==> config.mk <==
export PLATFORM = sky130hd
export DESIGN_NAME = ball_motion_ctrl
export DESIGN_NICKNAME = d
export VERILOG_FILES = /design/src/rtl/ball_motion_ctrl.sv
export SDC_FILE = /design/constraint.sdc
export NUM_CORES = 1
export LEC_CHECK = 0
export ABC_AREA = 1
export CORE_MARGIN = 10
export CORE_UTILIZATION = 55
export CTS_BUF_LIST = sky130_fd_sc_hd__clkbuf_2
export DETAILED_ROUTE_END_ITERATION = 6
export PLACE_DENSITY = 0.89
export RECOVER_POWER = 50
export SYNTH_ARGS = -nofsm -noshare
export SYNTH_HDL_FRONTEND = slang
export SYNTH_SLANG_ARGS = --single-unit
==> constraint.sdc <==
create_clock -name i_Clk -period 1.77 [get_ports i_Clk]
set_input_delay 0.354 -clock i_Clk [delete_from_list [all_inputs] [get_ports i_Clk]]
set_output_delay 0.354 -clock i_Clk [all_outputs]
set_load 0.005 [all_outputs]
==> src/rtl/ball_motion_ctrl.sv <==
// Serve/play/point sequencer for the ball's horizontal motion. It latches pixel
// coincidences during a frame and commits direction, speed and score decisions at frame end.
module ball_motion_ctrl #(
  parameter int p_SPEED_INIT    = 1,
  parameter int p_SPEED_MAX     = 4,
  parameter int p_HITS_PER_STEP = 4,
  parameter int p_SERVE_FRAMES  = 60
) (
  input  logic       i_Clk,
  input  logic       i_Reset,
  input  logic       i_HReset,
  input  logic       i_VReset,
  input  logic       i_BallVideo,
  input  logic       i_LPaddleVideo,
  input  logic       i_RPaddleVideo,
  input  logic       i_LEdge,
  input  logic       i_REdge,
  input  logic       i_Start,
  output logic       o_HDir,
  output logic [2:0] o_Speed,
  output logic       o_Serve,
  output logic       o_ScoreL,
  output logic       o_ScoreR,
  output logic [1:0] o_State
);

  typedef enum logic [1:0] {
    IDLE  = 2'd0,
    SERVE = 2'd1,
    PLAY  = 2'd2,
    POINT = 2'd3
  } state_t;

  localparam int FC_W = (p_SERVE_FRAMES  > 1) ? $clog2(p_SERVE_FRAMES)  : 1;
  localparam int HC_W = (p_HITS_PER_STEP > 1) ? $clog2(p_HITS_PER_STEP) : 1;

  localparam logic [FC_W-1:0] FC_LAST    = FC_W'(p_SERVE_FRAMES - 1);
  localparam logic [HC_W-1:0] HC_LAST    = HC_W'(p_HITS_PER_STEP - 1);
  localparam logic [2:0]      SPEED_INIT = 3'(p_SPEED_INIT);
  localparam logic [2:0]      SPEED_MAX  = 3'(p_SPEED_MAX);

  function automatic logic [2:0] sat_inc(input logic [2:0] v);
    return (v >= SPEED_MAX) ? SPEED_MAX : v + 3'd1;
  endfunction

  state_t          state, state_nxt;
  logic            hdir, hdir_nxt;
  logic [2:0]      speed, speed_nxt;
  logic [HC_W-1:0] hit_cnt, hit_cnt_nxt;
  logic [FC_W-1:0] frame_cnt, frame_cnt_nxt;
  logic            hit_l, hit_r, miss_l, miss_r;
  logic            hit_l_nxt, hit_r_nxt, miss_l_nxt, miss_r_nxt;
  logic            score_l, score_r, score_l_nxt, score_r_nxt;

  logic fe, in_play;
  logic hit_l_now, hit_r_now, miss_l_now, miss_r_now;

  assign fe      = i_HReset & i_VReset;
  assign in_play = (state == PLAY);

  // The frame-end pixel itself still counts toward this frame's decision.
  assign hit_l_now  = hit_l  | (i_BallVideo & i_LPaddleVideo);
  assign hit_r_now  = hit_r  | (i_BallVideo & i_RPaddleVideo);
  assign miss_l_now = miss_l | (i_BallVideo & i_LEdge);
  assign miss_r_now = miss_r | (i_BallVideo & i_REdge);

  always_comb begin
    state_nxt     = state;
    hdir_nxt      = hdir;
    speed_nxt     = speed;
    hit_cnt_nxt   = hit_cnt;
    frame_cnt_nxt = frame_cnt;
    score_l_nxt   = 1'b0;
    score_r_nxt   = 1'b0;
    hit_l_nxt     = 1'b0;
    hit_r_nxt     = 1'b0;
    miss_l_nxt    = 1'b0;
    miss_r_nxt    = 1'b0;

    if (in_play && !fe) begin
      hit_l_nxt  = hit_l_now;
      hit_r_nxt  = hit_r_now;
      miss_l_nxt = miss_l_now;
      miss_r_nxt = miss_r_now;
    end

    case (state)
      IDLE: begin
        if (fe && i_Start) begin
          state_nxt     = SERVE;
          frame_cnt_nxt = '0;
        end
      end
      SERVE: begin
        if (fe) begin
          if (frame_cnt == FC_LAST) begin
            state_nxt     = PLAY;
            frame_cnt_nxt = '0;
          end else begin
            frame_cnt_nxt = frame_cnt + FC_W'(1);
          end
        end
      end
      PLAY: begin
        // Only contacts on the side the ball is heading toward matter.
        if (fe) begin
          if ((hit_l_now && !hdir) || (hit_r_now && hdir)) begin
            hdir_nxt = ~hdir;
            if (hit_cnt == HC_LAST) begin
              hit_cnt_nxt = '0;
              speed_nxt   = sat_inc(speed);
            end else begin
              hit_cnt_nxt = hit_cnt + HC_W'(1);
            end
          end else if (miss_l_now && !hdir) begin
            score_r_nxt = 1'b1;
            state_nxt   = POINT;
            speed_nxt   = SPEED_INIT;
            hit_cnt_nxt = '0;
            hdir_nxt    = 1'b0;
          end else if (miss_r_now && hdir) begin
            score_l_nxt = 1'b1;
            state_nxt   = POINT;
            speed_nxt   = SPEED_INIT;
            hit_cnt_nxt = '0;
            hdir_nxt    = 1'b1;
          end
        end
      end
      POINT: begin
        if (fe) begin
          state_nxt     = SERVE;
          frame_cnt_nxt = '0;
        end
      end
      default: state_nxt = IDLE;
    endcase
  end

  always_ff @(posedge i_Clk) begin
    if (i_Reset) begin
      state     <= IDLE;
      hdir      <= 1'b1;
      speed     <= SPEED_INIT;
      hit_cnt   <= '0;
      frame_cnt <= '0;
      hit_l     <= 1'b0;
      hit_r     <= 1'b0;
      miss_l    <= 1'b0;
      miss_r    <= 1'b0;
      score_l   <= 1'b0;
      score_r   <= 1'b0;
    end else begin
      state     <= state_nxt;
      hdir      <= hdir_nxt;
      speed     <= speed_nxt;
      hit_cnt   <= hit_cnt_nxt;
      frame_cnt <= frame_cnt_nxt;
      hit_l     <= hit_l_nxt;
      hit_r     <= hit_r_nxt;
      miss_l    <= miss_l_nxt;
      miss_r    <= miss_r_nxt;
      score_l   <= score_l_nxt;
      score_r   <= score_r_nxt;
    end
  end

  assign o_State  = state;
  assign o_HDir   = hdir;
  assign o_Speed  = in_play ? speed : 3'd0;
  assign o_Serve  = ~in_play;
  assign o_ScoreL = score_l;
  assign o_ScoreR = score_r;

endmodule

* Yosys cells after proc, flatten, opt, wreduce, memory -nomap -nowiden *
Cells that the tools add are included.

storage, ports and cells
  bits in registers = 20

operators by class
  add/subtract/negate cells = 3
  order comparisons = 1
  equal/unequal tests = 13
  mux-type cells = 29
  bitwise logic cells = 13
  reduce and logical (&&, ||, !) cells = 19

operators with widths
  kind                                           count
  2-to-1 mux 2 bit                               12
  2-to-1 mux 6 bit                               4
  2-to-1 mux 3 bit                               6
  case mux 6 bit (3 select lines)                1
  != test 2 bit, second input constant           6
  case mux 2 bit (4 select lines)                1
  AND reduction 4 bit                            2
  AND reduction 7 bit                            1
  adder 6 x 1 -> 6 bit, second input constant    1
  == test 2 bit, second input constant           3
  == test 6 bit, second input constant           1
  logical AND 1 bit                              6
  nonzero test 3 bit                             2
  AND 1 bit                                      5
  2-to-1 mux 1 bit                               5
  OR reduction 5 bit                             1
  NOT 1 bit                                      4
  OR 1 bit                                       4
  OR reduction 4 bit                             1
  adder 3 x 1 -> 3 bit, second input constant    1
  >= comparator 3 bit, second input constant     1
  != test 3 x 1 -> 1 bit, second input constant  1
  AND reduction 3 bit                            1
  adder 2 x 1 -> 2 bit, second input constant    1
  other kinds (6)                                7

* Logic depth before layout (Yosys ltp) *
Gate-level depths: netlist of the first run.

  word-level depth = 8
  depth in mapped cells = 10
  gate-level depth less buffers = 10

* Least setup slack after synthesis of the first run *
Ideal clock, no wire load.

  path type = flip-flop to flip-flop
  from = reg state[1], in the netlist o_State[1]
  to = reg state[0], in the netlist o_State[0]
  library setup time = 0.114 ns
  arrival = 1.401 ns
  setup slack = 0.255 ns
  cell stages (with the launch flop) = 11
  buffers on the path = 0
  path through = dfxtp_1 inv_1 ha_1 inv_1 nand2_1 o21ai_0 nand3_2 nor2_4 nand2_1 nand2_1 nor2_2

on the way
  word-level cells in the longest chain between the ends = 3

ends and longest elaborated chain
  item                                                                             line  source
  start: declaration                                                               46    state_t state, state_nxt;
  start signal: assignment                                                         154   state <= state_nxt;
  == test 2 bit (tied with other cells)                                            87    case (state)
  != test 3 x 1 -> 1 bit (no source line) / != test 2 bit (equally long branches)  n/a
  AND reduction 7 bit (no source line)                                             n/a

Parallel ways exist; a longest one is shown, timed or not.
A chain may end at the register's enable or synchronous reset.

* Worst setup path after layout of the first run *
  from = reg state[1], in the netlist o_State[1]
  to = out o_State[1]

RTL lines
  item              line  source
  end: declaration  24    output logic [1:0] o_State

No word-level cell between the ends.

==> reports/results.ini, run 1 <==
[status]
outcome=completed

[drt]
viasPerCell=5.116
num_vias=1151
drt_iter0_markers=64
drc=0
ant_nets=0
wl_per_cell_um=11.94
dr.pass1.iters=4
wl_um=2687

[floorplan]
fp.dieH_um=66.61
ios=19
die_w_um=66.61
start_util=0.5910
core-area_um2=2022
rows=16
dieArea_um2=4437

[critical_path]
worst-path-buf-inv=2
critPathLaunchType=register
slowest_stage=clkdlybuf4s50_1
crit_end=o_State[1]
reg2reg_slack_ns=0.12
crit_start=o_State[1]
path_max_fanout=3
crit_family=buffers and inverters
path_cells=buf_4, clkdlybuf4s50_1
regToRegStartpoint=o_State[0]
max_stage_delay_ns=0.49
rr_endpoint=o_State[0]
cp.required_ns=1.42
path_class=reg -> out
worst-path-stages=2
reg2regPathDepth=10
worstSetupEndpointType=output pin
cp.arrival_ns=1.34

[placed_design]
portBuffers=18
finalWeightedCongestion=0.9030
hpwlAfterDp_um=2101
post_dp_cell_area_um2=1456
pre_cts_slack_ns=0.02598

[run]
cap_violations=0

[synth]
ys_types=26
yosysSeqAreaShare=0.3351
ys_ff_latch=20
netlist_area_um2=1195
syn-instance-count=168
syn_nets=187
async_reset_ff_frac=0
avgSynthCellArea_um2=7.112
synth_top_area_share=0.3351
yosys-top-cells-count=nand2_1 (40), inv_1 (24), dfxtp_1 (20), nor2_1 (18), a21oi_1 (13)
ys.warnings.count=0
synth_top_flop_cell=dfxtp_1
yosysMostFrequentCell=nand2_1
synth_edf_count=0
ys_top_cells_by_area=dfxtp_1 (34%), nand2_1 (13%), ha_1 (9.4%)
synth_largest_area_cell=dfxtp_1

[sta]
setup_violations=0
holdWs_ns=0.4732
finalCriticalPeriod_ns=1.690
finalCritPeriodShare=0.9550
hold_violations=0
final_max_slew_viol_count=0
skew_ns=0.001642
tns_ns=0
relSlewSlack=0.8289
setup_ws_ns=0.07971
max_freq_ghz=0.5916
worst_pin_slew_ns=0.2557

[clock_network]
numCtsBuffers=3
path_clk_slew_ns=0.19
clk_path_buf_depth=2
cts_tree=yes
clock_sinks=20
clk_latency_ns=0.31
ctsHoldBuffers=0
cts_root_buffer=clkbuf_2
htree_num_levels=1

[cells_and_area]
drive_gt1_frac=0.1869
fin_nets=218
finish.utilization=0.7432
final_area_um2=1503
antenna_cells=0
area_growth_pct=25.76

[global_routing]
grt_max_degree=12
grt_pass1_wl_um=4712
antenna_found_initial=0
grt_pass1_vias=1128
track_usage=0.1291
grt_overflow=0

[worst_hold_path]
min_path_type=reg -> reg

[power]
power_per_cell_area_nw_per_um2=966.5
power.leakage_uw=0.0007074
ir_worst_vdd_mv=0.7602

what timing repair did:
item,in CTS,in global routing
gates resized for setup,11,10
setup endpoints to repair,4,8
setup buffers,2,0
pin swaps,1,0
metrics by stage:
step	instances	power, uW
after global routing	225	1572
after global placement	219	1173
after CTS	225	1429
after detailed placement	219	1198
after floorplan	168	958.8
final	225	1452
worst min path at each step:
stage	slack [ns]	endpoint	from	depth (start not counted)
3_3_place_gp	0.44	miss_l	miss_l	2
3_5_place_dp	0.45	hit_r	hit_r	2
5_1_grt	0.49	miss_l	miss_l	2
4_1_cts	0.47	hit_r	hit_r	2
6_report	0.47	hit_r	hit_r	2
2_1_floorplan	0.42	frame_cnt[1]	i_Reset	1
state kept, by name, indices dropped and copies added, names as in the netlist:
| signal | flops |
|---|---|
| o_State | 2 |
| o_HDir | 1 |
| miss_l | 1 |
| speed | 3 |
| frame_cnt | 6 |
| miss_r | 1 |
| hit_cnt | 2 |
| o_ScoreR | 1 |
| o_ScoreL | 1 |
| hit_l | 1 |
| hit_r | 1 |
logic make-up after synthesis:
logic type	share of synthesized area
xor+xnor	0.007331
fa+ha+maj	0.09424
buf+inv	0.09004
compound gates	0.1005
flops	0.3351
simple gates	0.3728
cells in the final DEF (no fill, tap or decap), types with 7 or more instances in the layout:
cell type	count
inv_1	24
clkdlybuf4s50_1	10
buf_4	8
ha_1	7
nand3_1	9
a21oi_1	13
nand2_1	40
nand2_2	7
nor2_1	18
dfxtp_1	19
per-layer routing:
metal / track usage / wire (um) / up-vias
met1: 0.1546 / 1195 / 520
met2: 0.2168 / 1296 / 29
met3: 0.03010 / 164 / 4
li1: - / - / 598
met4: 0.04712 / 31 / 0
met5: 0 / 0 / -
power by group:
| part | leakage, uW | internal, uW | switching, uW | total [uW] |
|---|---|---|---|---|
| sequential | 0.000162 | 491 | 32.5 | 524 |
| combinational | 0.000531 | 315 | 425 | 740 |
| clock | 0.0000140 | 49.1 | 140 | 189 |
cell type report:
class                   instances  area [um^2]
clock buffers                   3        15.01
clock inverters                 1        3.754
fillers                       158        519.2
inverters                      27        102.6
multi-input cells             120        709.4
flip-flops and latches         20        404.1
well taps                      27        33.78
repair buffers                 27        234.0
worst reg2reg max path: cells and delay by family (launching register included):
kind / cells / cell delay (ns)
buffers and inverters: 4 / 0.62
AND/OR/NAND/NOR: 5 / 0.43
flip-flops: 1 / 0.36
adder cells (fa/ha/maj): 1 / 0.16
Power figures use the tool's default switching activity.
==> run 2, diff against run 1 <==
--- a/config.mk
+++ b/config.mk
@@ -6,10 +6,11 @@
 export NUM_CORES = 1
 export LEC_CHECK = 0
 export ABC_AREA = 1
-export CORE_MARGIN = 10
+export CORE_MARGIN = 2
 export CORE_UTILIZATION = 55
 export CTS_BUF_LIST = sky130_fd_sc_hd__clkbuf_2
 export DETAILED_ROUTE_END_ITERATION = 6
+export HOLD_SLACK_MARGIN = 0.03
 export PLACE_DENSITY = 0.89
 export RECOVER_POWER = 50
 export SYNTH_ARGS = -nofsm -noshare
==> run 2 against run 1 <==
Against the previous run: sequential cell count unchanged; global-route usage is 9.6 points higher; critical path depth unchanged; critical endpoint unchanged; cell area decreased by 0.75%; count of clock-buffer cells in the layout stayed put; largest cell class unchanged; die area down 42%.
==> reports/results.ini, run 2 (synthesis gave the netlist of run 1 again) <==
[sta]
max_freq_ghz=0.5918
rsz0062_at_grt=no
worst_pin_slew_ns=0.3119
skew_ns=0.004286
setup_violations=0
tns_ns=0
holdWs_ns=0.4672
relSlewSlack=0.7914
finalCriticalPeriod_ns=1.690
final_max_slew_viol_count=0
hold_violations=0
finalCritPeriodShare=0.9547

[critical_path]
critPathLaunchType=register
cp.arrival_ns=1.34
path_class=reg -> out
rr_endpoint=frame_cnt[5]
reg2reg_slack_ns=0.11
cp.required_ns=1.42
worst-path-buf-inv=2
reg2regPathDepth=9
path_max_fanout=4
regToRegStartpoint=o_State[1]
path_cells=buf_4, clkdlybuf4s50_1
crit_family=buffers and inverters
slowest_stage=clkdlybuf4s50_1
worstSetupEndpointType=output pin
max_stage_delay_ns=0.50

[power]
combPwrFrac=0.505
swShare=0.4047
p_clk_frac=0.131
power_per_cell_area_nw_per_um2=957.8
ir_worst_vdd_mv=0.7738
power.leakage_uw=0.0007026
p_seq_frac=0.364
p_switching_uw=578.2
p_int_uw=850.3

[placed_design]
dp.cells=217
hpwlAfterDp_um=2036
finalWeightedCongestion=0.8583
portBuffers=18

[clock_network]
clock_sinks=20
clk_path_buf_depth=2
numCtsBuffers=3
cts_root_buffer=clkbuf_2
clk_latency_ns=0.32
htree_num_levels=1
path_clk_slew_ns=0.18
cts_tree=yes

[cells_and_area]
antenna_cells=0
finish.utilization=0.7450
seqCellArea_um2=405.4
area_growth_pct=24.82
multi_input_area_um2=691.9
finalNonFillerCells=224
top_register=frame_cnt
fin_nets=217
drive_gt1_frac=0.1777
final_common_cell=nand2_1
reg_top3=frame_cnt: 6 flops, speed: 3 flops
largest_register_ffs=6
fillers=152
mostFrequentLayoutCells=nand2_1 (41), inv_1 (22), nor2_1 (18), dfxtp_1 (18), a21oi_1 (13)

[global_routing]
antenna_found_initial=0
track_usage=0.2252
grt_pass1_vias=1069
grt_max_degree=12
grt_pass1_wl_um=4498
grt_overflow=0

[floorplan]
die_w_um=50.61
ios=19
dieArea_um2=2561
fp.dieH_um=50.61
rows=16
start_util=0.5969
core-area_um2=2002

[drt]
viasPerCell=5.094
drt_iter0_markers=26
ant_nets=0
wl_um=2578
num_vias=1141
wl_per_cell_um=11.51
dr.pass1.iters=4
drc=0

[run]
cap_violations=0

[worst_hold_path]
worst_hold_startpoint=miss_l
min_path_type=reg -> reg
holdPathEnd=miss_l
min_path_cells=2

[status]
outcome=completed

==> run 2: metal layers <==
metal,part of all wire,GRT usage
met5,0,0
met4,0.015,0.06757
met3,0.022,0.02976
met2,0.51,0.4189
met1,0.45,0.2651
==> run 2: how the worst max path moves through the flow <==
stage	from	end	slack, ns	cells past startpoint
final	o_State[1]	o_State[1]	0.08	2
after floorplan	o_State[1]	o_State[0]	0.26	10
after global placement	i_BallVideo	o_State[0]	0.06	10
after global routing	o_State[1]	frame_cnt[2]	0.01	10
after detailed placement	i_BallVideo	o_State[0]	-0.02	11
after CTS	o_State[0]	o_Speed[0]	0.02	6
==> run 2: what timing repair did <==
action / CTS / global route
hold buffers: 0 / 0
setup endpoints to repair: 4 / 6
gates resized for setup: 11 / 8
pin swaps: 1 / 2
buffers inserted: 2 / 1
==> run 2: worst reg2reg max path, delay by kind of cell, from the launching register on <==
family | cells | cell delay, ns
buffers and inverters | 3 | 0.30
adder cells (fa/ha/maj) | 1 | 0.20
flip-flops | 1 | 0.39
AND/OR/NAND/NOR | 3 | 0.28
AO/OA/AOI/OAI | 2 | 0.41
==> run 2: power by group through the flow <==
stage | Sequential [uW] | Clock, uW | Combinational (uW)
4_1_cts | 523 | 191 | 678
5_1_grt | 528 | 213 | 796
2_1_floorplan | 531 | 0 | 428
3_3_place_gp | 525 | 0 | 615
3_5_place_dp | 528 | 0 | 639
6_report | 520 | 187 | 721
==> run 2: layout make-up <==
| cell class | instances | share of cell area |
|---|---|---|
| Inverter | 27 | 0.06879 |
| Clock buffer | 3 | 0.01007 |
| Clock inverter | 1 | 0.002517 |
| Tap cell | 27 | 0.02265 |
| Timing Repair Buffer | 26 | 0.1602 |
| Sequential cell | 20 | 0.2718 |
| Multi-Input combinational cell | 120 | 0.4639 |
==> run 2: per-stage QoR <==
stage	worst slack [ns]	total power, uW	cell area (um^2)
2_1_floorplan	0.2554	958.8	1195
3_5_place_dp	-0.01947	1167	1441
3_3_place_gp	0.06236	1140	1441
6_report	0.08023	1428	1491
4_1_cts	0.02146	1392	1488
5_1_grt	0.01002	1537	1491
